--- src/rtl/tlc_pkg.sv ---
// Shared light codes and FSM state constants for the junction scheduler.
package tlc_pkg;

    localparam logic [1:0] RED = 2'b00;
    localparam logic [1:0] YEL = 2'b01;
    localparam logic [1:0] GRN = 2'b10;

    localparam logic [2:0] S_AR_NS = 3'd0;
    localparam logic [2:0] S_NS_G  = 3'd1;
    localparam logic [2:0] S_NS_Y  = 3'd2;
    localparam logic [2:0] S_AR_X  = 3'd3;
    localparam logic [2:0] S_PED   = 3'd4;
    localparam logic [2:0] S_EW_G  = 3'd5;
    localparam logic [2:0] S_EW_Y  = 3'd6;

endpackage

--- src/rtl/tlc_dwell_timer.sv ---
// Dwell up-counter: clears on request, optionally holds once the limit is reached,
// and flags when the count equals the runtime limit.
module tlc_dwell_timer #(
    parameter int CNT_W = 8
) (
    input  logic             clk,
    input  logic             rst,
    input  logic             clr_i,
    input  logic             sat_en_i,
    input  logic [CNT_W-1:0] limit_i,
    output logic             done_o
);

    logic [CNT_W-1:0] cnt_q;
    logic [CNT_W-1:0] cnt_d;

    assign done_o = (cnt_q == limit_i);

    always_comb begin
        cnt_d = cnt_q + CNT_W'(1);
        if (clr_i) begin
            cnt_d = '0;
        end else if (sat_en_i && done_o) begin
            cnt_d = cnt_q;
        end
    end

    always_ff @(posedge clk) begin
        if (rst) begin
            cnt_q <= '0;
        end else begin
            cnt_q <= cnt_d;
        end
    end

endmodule

--- src/rtl/tlc_junction_sched.sv ---
// Two-road junction scheduler: NS main road, EW side road and a pedestrian phase,
// with emergency pre-emption towards NS green.
module tlc_junction_sched
    import tlc_pkg::*;
#(
    parameter int CNT_W    = 8,
    parameter int T_ALLRED = 2,
    parameter int T_GRN_NS = 20,
    parameter int T_GRN_EW = 10,
    parameter int T_YEL    = 3,
    parameter int T_WALK   = 8
) (
    input  logic       clk,
    input  logic       rst,
    input  logic       ew_car,
    input  logic       ped_req,
    input  logic       emg,
    output logic [1:0] ns_light,
    output logic [1:0] ew_light,
    output logic       ped_walk,
    output logic       ped_wait,
    output logic       emg_active
);

    logic [2:0]       state_q;
    logic [2:0]       state_d;
    logic             ew_pend_q;
    logic             ew_pend_d;
    logic             ped_pend_q;
    logic             ped_pend_d;
    logic [CNT_W-1:0] limit;
    logic             tmr_done;
    logic             tmr_clr;
    logic             tmr_sat;

    // Exit compare value is dwell-1 because the count starts at zero on entry.
    always_comb begin
        limit = CNT_W'(T_ALLRED - 1);
        case (state_q)
            S_NS_G:  limit = CNT_W'(T_GRN_NS - 1);
            S_NS_Y:  limit = CNT_W'(T_YEL - 1);
            S_PED:   limit = CNT_W'(T_WALK - 1);
            S_EW_G:  limit = CNT_W'(T_GRN_EW - 1);
            S_EW_Y:  limit = CNT_W'(T_YEL - 1);
            default: limit = CNT_W'(T_ALLRED - 1);
        endcase
    end

    assign tmr_clr = (state_d != state_q);
    assign tmr_sat = (state_q == S_NS_G);

    tlc_dwell_timer #(
        .CNT_W (CNT_W)
    ) u_timer (
        .clk      (clk),
        .rst      (rst),
        .clr_i    (tmr_clr),
        .sat_en_i (tmr_sat),
        .limit_i  (limit),
        .done_o   (tmr_done)
    );

    always_comb begin
        state_d = state_q;
        case (state_q)
            S_AR_NS: if (tmr_done) state_d = S_NS_G;
            S_NS_G:  if (tmr_done && !emg && (ew_pend_q || ped_pend_q)) state_d = S_NS_Y;
            S_NS_Y:  if (tmr_done) state_d = S_AR_X;
            S_AR_X: begin
                if (tmr_done) begin
                    if (emg)             state_d = S_NS_G;
                    else if (ped_pend_q) state_d = S_PED;
                    else if (ew_pend_q)  state_d = S_EW_G;
                    else                 state_d = S_NS_G;
                end
            end
            S_PED: begin
                if (emg)           state_d = S_AR_NS;
                else if (tmr_done) state_d = S_AR_X;
            end
            S_EW_G:  if (emg || tmr_done) state_d = S_EW_Y;
            S_EW_Y:  if (tmr_done) state_d = S_AR_NS;
            default: state_d = S_AR_NS;
        endcase
    end

    // A walk aborted by pre-emption leaves the pedestrian request outstanding.
    always_comb begin
        ped_pend_d = ped_pend_q || (ped_req && (state_q != S_PED));
        if (state_q != S_PED && state_d == S_PED) begin
            ped_pend_d = 1'b0;
        end else if (state_q == S_PED && state_d == S_AR_NS) begin
            ped_pend_d = 1'b1;
        end
    end

    always_comb begin
        ew_pend_d = ew_pend_q || (ew_car && (state_q != S_EW_G) && (state_q != S_EW_Y));
        if (state_q != S_EW_G && state_d == S_EW_G) begin
            ew_pend_d = 1'b0;
        end
    end

    always_ff @(posedge clk) begin
        if (rst) begin
            state_q    <= S_AR_NS;
            ew_pend_q  <= 1'b0;
            ped_pend_q <= 1'b0;
        end else begin
            state_q    <= state_d;
            ew_pend_q  <= ew_pend_d;
            ped_pend_q <= ped_pend_d;
        end
    end

    always_comb begin
        ns_light = RED;
        ew_light = RED;
        case (state_q)
            S_NS_G:  ns_light = GRN;
            S_NS_Y:  ns_light = YEL;
            S_EW_G:  ew_light = GRN;
            S_EW_Y:  ew_light = YEL;
            default: begin
                ns_light = RED;
                ew_light = RED;
            end
        endcase
    end

    assign ped_walk   = (state_q == S_PED);
    assign ped_wait   = ped_pend_q;
    assign emg_active = emg && (state_q == S_NS_G);

endmodule

--- config.mk ---
export PLATFORM = sky130hd
export DESIGN_NAME = tlc_junction_sched
export DESIGN_NICKNAME = d
export VERILOG_FILES = /design/src/rtl/tlc_pkg.sv /design/src/rtl/tlc_dwell_timer.sv /design/src/rtl/tlc_junction_sched.sv
export SDC_FILE = /design/constraint.sdc
export NUM_CORES = 1
export LEC_CHECK = 0
export BUFFER_PORTS_ARGS = -buffer_cell sky130_fd_sc_hd__clkbuf_2
export CORE_MARGIN = 5
export CORE_UTILIZATION = 30
export DETAILED_ROUTE_END_ITERATION = 10
export PLACE_DENSITY = 0.57
export SLEW_MARGIN = 20
export SYNTH_ARGS = -nofsm -noshare
export SYNTH_HDL_FRONTEND = slang
export SYNTH_SLANG_ARGS = --single-unit
--- constraint.sdc ---
create_clock -name clk -period 2.3 [get_ports clk]
set_clock_uncertainty 0.2 [all_clocks]
set_input_delay 0.575 -clock clk [delete_from_list [all_inputs] [get_ports clk]]
set_output_delay 0.575 -clock clk [all_outputs]
set_load 0.005 [all_outputs]
=== Word level (Yosys, flattened, before mapping) ===
Cells that the tools add are included.

* Bits of input ports: 5
* Logic and storage cells: 54
* Output and inout port bits: 7
* Register bits after elaboration: 13

* Reductions and logical operators: 21
* Add/subtract/negate cells: 1
* Mux-type cells: 15
* Equality and inequality tests: 13

{| class="wikitable"
|+ Operators with widths
! kind !! count
|-
| 3-bit 2-to-1 mux || 10
|-
| 3-bit one-hot mux with 7 select lines || 1
|-
| 5-bit one-hot mux with 4 select lines || 1
|-
| 3-bit == test, second input constant || 5
|-
| 1-bit logical AND || 10
|-
| 3-bit != test, second input constant || 3
|-
| 8-bit by 1-bit adder with 8-bit output, second input constant || 1
|-
| 8-bit by 5-bit == test with 1-bit output || 1
|-
| 2-bit one-hot mux with 2 select lines || 2
|-
| 2-bit OR reduction || 4
|-
| 3-bit by 2-bit == test with 1-bit output, second input constant || 2
|-
| 3-bit logical NOT || 2
|-
| 1-bit logical OR || 4
|-
| 3-bit by 1-bit == test with 1-bit output, second input constant || 1
|-
| 3-bit != test || 1
|-
| 1-bit logical NOT || 1
|-
| 1-bit 2-to-1 mux || 1
|}

=== Longest topological paths before layout ===
Gate-level depths: netlist of the first run.

* Word-level depth: 11
* Gate-level depth with buffers: 11
* Mapped depth without buffers: 9

=== By module ===
From an unflattened synthesis of the first run, not the netlist that was laid out.

* Cell total of the unflattened synthesis: 152
* Area total of the unflattened synthesis: 1229.9 µm²

{| class="wikitable"
|+ By module, submodules not included
! module !! sequential area each (µm²) !! cells an instance !! times used !! area an instance (µm²)
|-
| tlc_dwell_timer || 160.2 || 85 || 1 || 735.7
|-
| tlc_junction_sched || 100.1 || 67 || 1 || 494.2
|}

=== Least setup slack after synthesis of the first run ===
Ideal clock, no wire load.

* Path type: flip-flop to flip-flop
* Start: register state_q[1]
* End: register ped_pend_q, in the netlist ped_wait
* Slack: 184 ps
* Arrival: 1793 ps
* Stages on the path, launching flop included: 12
* Path buffers: 2
* Clock period less this slack: 2116 ps
* Cell sequence: dfxtp_1 -> buf_6 -> nor2_2 -> nand2_4 -> inv_4 -> o2bb2ai_1 -> a22o_4 -> and3_1 -> buf_6 -> a211oi_4 -> a311o_1 -> o211ai_2

* Longest elaborated chain between the ends: 11

{| class="wikitable"
|+ Ends and longest elaborated chain
! element !! line !! source
|-
| start: declaration || tlc_junction_sched.sv:25 || <nowiki>logic [2:0] state_q;</nowiki>
|-
| start signal: assignment || tlc_junction_sched.sv:110 || <nowiki>state_q <= state_d;</nowiki>
|-
| 3-bit == test or 3-bit by 2-bit == test with 1-bit output (tied branches) || tlc_junction_sched.sv:39, tlc_junction_sched.sv:65 ||
|-
| 2-bit OR reduction (no source line) || n/a ||
|-
| 5-bit one-hot mux with 4 select lines || tlc_junction_sched.sv:39 || <nowiki>case (state_q)</nowiki>
|-
| 8-bit by 5-bit == test with 1-bit output || tlc_dwell_timer.sv:17 || <nowiki>assign done_o = (cnt_q == limit_i);</nowiki>
|-
| 1-bit logical AND (2 in series) || tlc_junction_sched.sv:67 || <nowiki>S_NS_G: if (tmr_done && !emg && (ew_pend_q || ped_pend_q)) state_d = S_NS_Y;</nowiki>
|-
| 3-bit 2-to-1 mux || tlc_junction_sched.sv:67 ||
|-
| 3-bit one-hot mux with 7 select lines || tlc_junction_sched.sv:65 || <nowiki>case (state_q)</nowiki>
|-
| 3-bit == test or 3-bit logical NOT (tied branches) || tlc_junction_sched.sv:90, tlc_junction_sched.sv:92 ||
|-
| 1-bit logical AND, on equally long branches || tlc_junction_sched.sv:90, tlc_junction_sched.sv:92 ||
|-
| 2-bit OR reduction (no source line) or 1-bit 2-to-1 mux (tied branches) || n/a ||
|-
| end signal: assignment || tlc_junction_sched.sv:112 || <nowiki>ped_pend_q <= ped_pend_d;</nowiki>
|-
| end: declaration || tlc_junction_sched.sv:29 || <nowiki>logic ped_pend_q;</nowiki>
|}

Several ways; a longest one is shown, not always the timed one.
A chain may end at the register's enable or synchronous reset.

=== Final worst setup path of the first run ===
* Start: register state_q[1]
* End: output port ped_walk

* Longest elaborated chain between the ends: 1

{| class="wikitable"
|+ Ends and longest elaborated chain
! element !! line !! source
|-
| 3-bit == test || tlc_junction_sched.sv:131 || <nowiki>assign ped_walk = (state_q == S_PED);</nowiki>
|-
| end: declaration || tlc_junction_sched.sv:20 || <nowiki>output logic ped_walk,</nowiki>
|}

No other way between the ends.

==> metrics.md, run 1 <==
| Metric | Value |
|---|---|
| Status | finished, final reports clean |
| # rows | 20 |
| Syn Nets | ~120 |
| Yosys warns | 0 |
| Via count | 953 |
| Most frequent cells in the layout | buf_4, nor2_1, clkbuf_2, dfxtp_1 |
| IO Count | 12 |
| Post-DP HPWL | 1.92 mm |
| Gr usage total | 12.0% |
| WS Path Type | flip-flop to primary output |
| Post-synthesis compound-gate area fraction | 24.7% |
| Worst Tran Pin Value | between 0.4 and 0.5 ns |
| First-pass GRT wire length | 4.11 mm |
| Final setup fails | 0 |
| Fin nets | 150 |
| Worst Setup End Kind | primary output |
| Post-Synth Simple-Gate Area | 34.0% |
| Routed wire length | 2.47 mm |
| Ys flop type | dfxtp_1 |
| Residual DRC | 0 |
| Die height | 67.5 um |
| Sequential fraction of the synthesis area | 26.2% |
| Synthesized instance count | approximately 120 |
| Final hold vios | 0 |
| Clock Tree Buf Depth | 2 |
| Fin area | approximately 1200 um^2 |
| WP data arrival | about 1.4 ns |
| Die area | 4560 um^2 |
| Iter 0 DRT Violations | 57 |
| Post-synth ARST share | 0% |
| Synth-to-Final Area Change | 26.0% |
| DP Area | 1190 um^2 |
| Drt first pass iters | 4 |
| Tmin final | 2.22 ns |
| Clock-pin slew on the worst setup and hold paths | 0.07 ns |
| Initial core utilization | 32.0% |
| Multiplexer share of the synthesized area | about 1.0% |
| Cts bufs inserted | 3 |
| Detail Route Antenna Nets | 0 |
| Combinational family with the most area after synthesis | simple AND/OR/NAND/NOR gates |
| Gpl congestion | 0.889 |
| Port bufs | 11 |
| Max frequency | 451 MHz |
| Req. time, crit path | 1.52 ns |
| # clock sinks | 13 |
| Pins Over Slew Limit | 0 |
| Synth Cell Area | 992 um^2 |
| RSZ-0062 raised after global routing | yes |
| Post-synth EDFFs | 0 |
| GRT overflow | 0 |
| Max_cap viols | 0 |
| CP Launch Type | flip-flop |
| Crit Path Max Fanout | 6 |
| Filler cells | around 330 |
| Post-Synth Adder-Cell Area | 1.26% |
| Root buffer cell | clkbuf_4 |
| Setup total negative slack | 0 ns |
| Final hold slack | 0.351 ns |
| Lkg Pwr | 0.000518 uW |
| Antenna cells | 0 |
| Most common cell after layout, fill and taps aside | buf_4 |
| Yosys cell types | 46 |
| TritonCTS clock tree | yes |
| Power Dens Cells | 984 nW/um^2 |
| Die W | 67.5 um |
| Share of cells above drive strength 1 | 39.2% |
| XOR/XNOR Fraction of Synth Area | roughly 7.1% |
| Clock Latency Late Sink | between 0.2 and 0.3 ns |
| Relative slew slack | 72.5% |
| Number of global-route vias before repair | 903 |
| Antenna violations before repair | 0 |
| Via/cell ratio | 5.10 |
| Final Util | between 40 and 50% |
| H-tree levels | 1 |
| Yosys reg bits | 13 |
| Pin count of the biggest net entering global routing | 13 |
| Flop-to-flop setup slack | 0.09 ns |
| Post-CTS Repair Setup Buffers | 0 |
| Mean Syn Cell Area | 8.55 um^2 |
| Core area | 3100 um^2 |
| Tcrit/Tclk final | roughly 96% |
| Routed wire length per instance | 13.2 um |
| Min-delay worst type | flip-flop to flip-flop |
| Peak VDD IR | 0.249 mV |
## worst paths after layout
| check | startpoint | to | cells past startpoint |
|---|---|---|---|
| max reg2reg | state_q[1] | u_timer.cnt_q[0] | 8 |
| min reg2reg | ew_pend_q | ew_pend_q | 2 |
| min | ew_pend_q | ew_pend_q | 2 |
| max | state_q[1] | ped_walk | 6 |
## per-stage QoR
stage / setup WS [ns] / cells / power [uW]
4_1_cts: 0.0159 / 187 / 1220
3_3_place_gp: 0.0389 / 183 / 1060
6_report: 0.0824 / 187 / 1230
5_1_grt: -0.0217 / 187 / 1330
3_5_place_dp: 0.0177 / 183 / 1070
2_1_floorplan: 0.184 / 116 / 842
## report_power, final
| group | total, uW | leakage [uW] | internal, uW | switching, uW |
|---|---|---|---|---|
| Sequential | 327 | 0.000108 | 267 | 59.4 |
| Combinational | 763 | 0.000395 | 366 | 397 |
| Clock | 140 | 0.0000150 | 67.3 | 72.6 |
## worst max-delay path, stage by stage, from the launching register on
cell and delay (ns):
dfxtp_2 0.34, buf_4 0.15, nand2b_4 0.15, or2_4 0.24
buf_4 0.14, inv_1 0.04, clkbuf_2 0.10
## registers in the layout, indices dropped and copies added (netlist names)
name           count
state_q            3
u_timer.cnt_q      8
ped_wait           1
ew_pend_q          1
## cell type report
class / count / area (um^2) / share of cell area (%)
flip-flops and latches: 13 / 264 / 21.1
clock buffers: 4 / 26.3 / 2.10
well taps: 44 / 55.1 / 4.40
multi-input cells: 94 / 701 / 56.1
repair buffers: 29 / 190 / 15.2
inverters: 3 / 13.8 / 1.10
## routing by layer
layer / routed length, um / up-vias / share of wire (%) / track usage, %
li1: - / 476 / - / -
met1: 1110 / 443 / 45 / 15.7
met2: 1170 / 30 / 47 / 17.6
met3: 149 / 4 / 6.0 / 2.00
met4: 42 / 0 / 1.7 / 8.35
met5: 0 / - / 0 / 0
## repair_timing
action                     CTS  global route
setup endpoints to repair    4            10
resized for setup            2             7
hold buffers                 0             0
## kinds of logic after synthesis
logic type / count (synthesis)
simple gates: 58
fa+ha+maj: 1
mux: 1
xor+xnor: 8
buf+inv: 9
compound gates: 26
flops: 13
## Yosys cell counts (all sizes together), types with 2 or more instances
cell	n	area, um^2
a21oi	9	48.8
and2	3	18.8
and3	3	18.8
buf	4	35.0
clkbuf	2	7.51
dfxtp	13	260
inv	3	13.8
nand2	7	33.8
nand2b	4	25.0
nand3	8	40.0
nand4	2	12.5
nand4b	2	17.5
nor2	17	68.8
nor3	4	20.0
nor4	2	27.5
o2111ai	2	17.5
o211ai	2	20.0
o21ai	2	10.0
or2	2	12.5
xor2	7	61.3
(Power assumes the default switching activity.)
==> inputs of run 2 (changes only) <==
--- a/config.mk
+++ b/config.mk
@@ -8,6 +8,7 @@
 export BUFFER_PORTS_ARGS = -buffer_cell sky130_fd_sc_hd__clkbuf_2
 export CORE_MARGIN = 5
 export CORE_UTILIZATION = 30
+export CTS_BUF_LIST = sky130_fd_sc_hd__clkbuf_8
 export DETAILED_ROUTE_END_ITERATION = 10
 export PLACE_DENSITY = 0.57
 export SLEW_MARGIN = 20
==> constraint.sdc (replaced) <==
create_clock -name clk -period 2.4 [get_ports clk]
set_clock_uncertainty 0.2 [all_clocks]
set_input_delay 0.6 -clock clk [delete_from_list [all_inputs] [get_ports clk]]
set_output_delay 0.6 -clock clk [all_outputs]
set_load 0.005 [all_outputs]
==> run 2 against run 1 <==
Compared with the run above: non-clock buffer count is 5 lower; critical path depth is 3 higher; wire length is 1.1% lower; core utilization is 1.4 points lower; count of clock-buffer cells in the layout is 1 lower; critical endpoint is now u_timer.cnt_q[0]; global-route usage is 0.14 points higher; sequential cell count stayed put; final cell count is 2.7% lower; die area stayed put; sequential share of layout area is 0.66 points higher.
==> metrics.md, run 2 (synthesis results as in run 1) <==
| Metric | Value |
|---|---|
| Status | finished, final reports clean (unchanged) |
| Flop-to-flop setup slack | 0.15 ns (was 0.09 ns) |
| Final Total Pwr | 1180 uW (was 1230 uW) |
| Cell chain of the critical path | nor2_2, nand2_4, inv_4, o2bb2ai_1, a22o_4, and3_1, buf_4, a221o_4, a21oi_2 (was buf_4, nand2b_4, or2_4, buf_4, inv_1, clkbuf_2) |
| Pin count of the biggest net entering global routing | 12 (was 13) |
| Combinational share of power | 56.2% (was 62.1%) |
| First-pass GRT wire length | 4.22 mm (was 4.11 mm) |
| Regs by FF count | u_timer.cnt_q (8), state_q (3) (unchanged) |
| Worst Tran Pin Value | 0.331 ns (was 0.410 ns) |
| Sw Share | 42.6% (was 43.0%) |
| Worst Setup End Kind | flip-flop (was primary output) |
| WS Path Type | flip-flop to flip-flop (was flip-flop to primary output) |
| Clock Latency Late Sink | 0.25 ns (was 0.28 ns) |
| Pins Over Slew Limit | 0 (unchanged) |
| Core area | 3100 um^2 (unchanged) |
| Number of global-route vias before repair | 902 (was 903) |
| Routed wire length per instance | 13.4 um (was 13.2 um) |
| Via count | 943 (was 953) |
| Antenna cells | 0 (unchanged) |
| Via/cell ratio | 5.18 (was 5.10) |
| Drt first pass iters | 4 (unchanged) |
| Most frequent cells in the layout | nor2_1, buf_4, dfxtp_1, clkbuf_2 (was buf_4, nor2_1, clkbuf_2, dfxtp_1) |
| Initial core utilization | 32.0% (unchanged) |
| Antenna violations before repair | 0 (unchanged) |
| H-tree levels | 1 (unchanged) |
| Clock Tree Buf Depth | 2 (unchanged) |
| TritonCTS clock tree | yes (unchanged) |
| Routed wire length | 2.45 mm (was 2.47 mm) |
| Die height | 67.5 um (unchanged) |
| Lkg Pwr | 0.000494 uW (was 0.000518 uW) |
| Sw power | 504 uW (was 529 uW) |
| Hold Path Origin | ew_pend_q (unchanged) |
| Root buffer cell | clkbuf_8 (was clkbuf_4) |
| Cells on worst reg2reg path | 9 (was 8) |
| Min-delay worst type | flip-flop to flip-flop (unchanged) |
| Top reg by flops | u_timer.cnt_q (unchanged) |
| Iter 0 DRT Violations | 83 (was 57) |
| Gr usage total | 12.1% (was 12.0%) |
| Fin nets | 145 (was 150) |
| Max incr delay on CP | 0.40 ns (was 0.34 ns) |
| GRT overflow | 0 (unchanged) |
| Max FFs per register | 8 (unchanged) |
| Share of cells above drive strength 1 | 32.6% (was 39.2%) |
| Relative slew slack | 77.8% (was 72.5%) |
| Tmin final | roughly 2.2 ns |
| Gpl congestion | 0.903 (was 0.889) |
| Req. time, crit path | 2.39 ns (was 1.52 ns) |
| Residual DRC | 0 (unchanged) |
| Die W | 67.5 um (unchanged) |
| Final setup fails | 0 (unchanged) |
| Clock share of power | 16.8% (was 11.4%) |
| Filler cells | 333 (was 327) |
| P_int | 678 uW (was 701 uW) |
| Tcrit/Tclk final | 93.7% |
| Setup slack after layout | 0.151 ns (was 0.0824 ns) |
| Final hold slack | 0.353 ns (was 0.351 ns) |
| DP Area | 1160 um^2 (was 1190 um^2) |
| Seq pwr share | 27.0% (was 26.6%) |
| Peak VDD IR | 0.226 mV (was 0.249 mV) |
| Synth-to-Final Area Change | 21.6% (was 26.0%) |
| Clock-pin slew on the worst setup and hold paths | 0.06 ns (was 0.07 ns) |
| RR Startpoint | state_q[2] (was state_q[1]) |
| Max_cap viols | 0 (unchanged) |
| Setup total negative slack | 0 ns (unchanged) |
| Detail Route Antenna Nets | 0 (unchanged) |
| Pre-CTS setup slack | 0.100 ns (was 0.0177 ns) |
| Cts bufs inserted | 3 (unchanged) |
| Post-DP HPWL | 1.91 mm (was 1.92 mm) |
| WP data arrival | 2.24 ns (was 1.44 ns) |
| WHS Path Cells | 2 (unchanged) |
| CP Launch Type | flip-flop (unchanged) |
| RSZ-0062 raised after global routing | no (was yes) |
| Port bufs | 11 (unchanged) |
| # clock sinks | 13 (unchanged) |
| Max frequency | 445 MHz |
| # rows | 20 (unchanged) |
| Die area | 4560 um^2 (unchanged) |
| IO Count | 12 (unchanged) |
| Fin area | 1210 um^2 (was 1250 um^2) |
| FF-to-FF End | u_timer.cnt_q[0] (unchanged) |
| Final hold vios | 0 (unchanged) |
| Most common cell after layout, fill and taps aside | nor2_1 (was buf_4) |
| Power Dens Cells | 980 nW/um^2 (was 984 nW/um^2) |
| Hold Path End | ew_pend_q (unchanged) |
| Crit Path Max Fanout | 8 (was 6) |
| Slowest cell on the critical path | dfxtp_1 (was dfxtp_2) |
| Post-CTS Repair Setup Buffers | 0 (unchanged) |
run 2: power groups by stage:
stage | clock network, uW | logic [uW] | registers [uW]
final | 198 | 665 | 319
after detailed placement | 0 | 649 | 320
after floorplan | 0 | 510 | 297
after global routing | 215 | 732 | 325
after global placement | 0 | 646 | 316
after CTS | 203 | 659 | 316
run 2: per-layer routing:
| layer | part of all wire [%] | wire (um) | GRT usage, % | vias up |
|---|---|---|---|---|
| met5 | 0 | 0 | 0 | - |
| met4 | 2.1 | 51 | 7.09 | 0 |
| met3 | 4.1 | 101 | 1.66 | 5 |
| met2 | 47 | 1160 | 19.8 | 29 |
| met1 | 46 | 1130 | 15.0 | 446 |
| li1 | - | - | - | 463 |
run 2: area by class of cell:
class	instances	area [um^2]	share of cell area (%)
Sequential cell	13	263	21.8
Inverter	3	13.8	1.14
Tap cell	44	55.1	4.56
Timing Repair Buffer	24	153	12.7
Clock buffer	3	41.3	3.42
Clock inverter	1	5.00	0.415
Multi-Input combinational cell	94	676	56.0
run 2: what timing repair did:
action,CTS,global route
endpoints found under the setup margin,0,9
gates resized for setup,0,2
hold buffers,0,0
run 2: critical path, delay by kind of cell (launching register included):
family | cells | cell delay [ns]
simple gates | 3 | 0.46
compound gates | 4 | 0.93
buf+inv | 2 | 0.20
flops | 1 | 0.40
run 2: how the worst max path moves through the flow:
stage               startpoint               end  slack, ns  depth (start not counted)
floorplan           state_q[1]          ped_wait       0.28                         11
global route        state_q[2]  u_timer.cnt_q[4]       0.01                          9
detailed placement  state_q[0]  u_timer.cnt_q[6]       0.10                          7
global placement    state_q[0]          ped_wait       0.13                          7
CTS                 state_q[0]  u_timer.cnt_q[0]       0.08                          7
finish              state_q[2]  u_timer.cnt_q[0]       0.15                          9
run 2: through the flow:
| step | util (%) | instances |
|---|---|---|
| after floorplan | - | 116 |
| after global placement | 37.3 | 178 |
| after detailed placement | 37.3 | 178 |
| after CTS | 38.8 | 182 |
| after global routing | 38.9 | 182 |
| final | 38.9 | 182 |
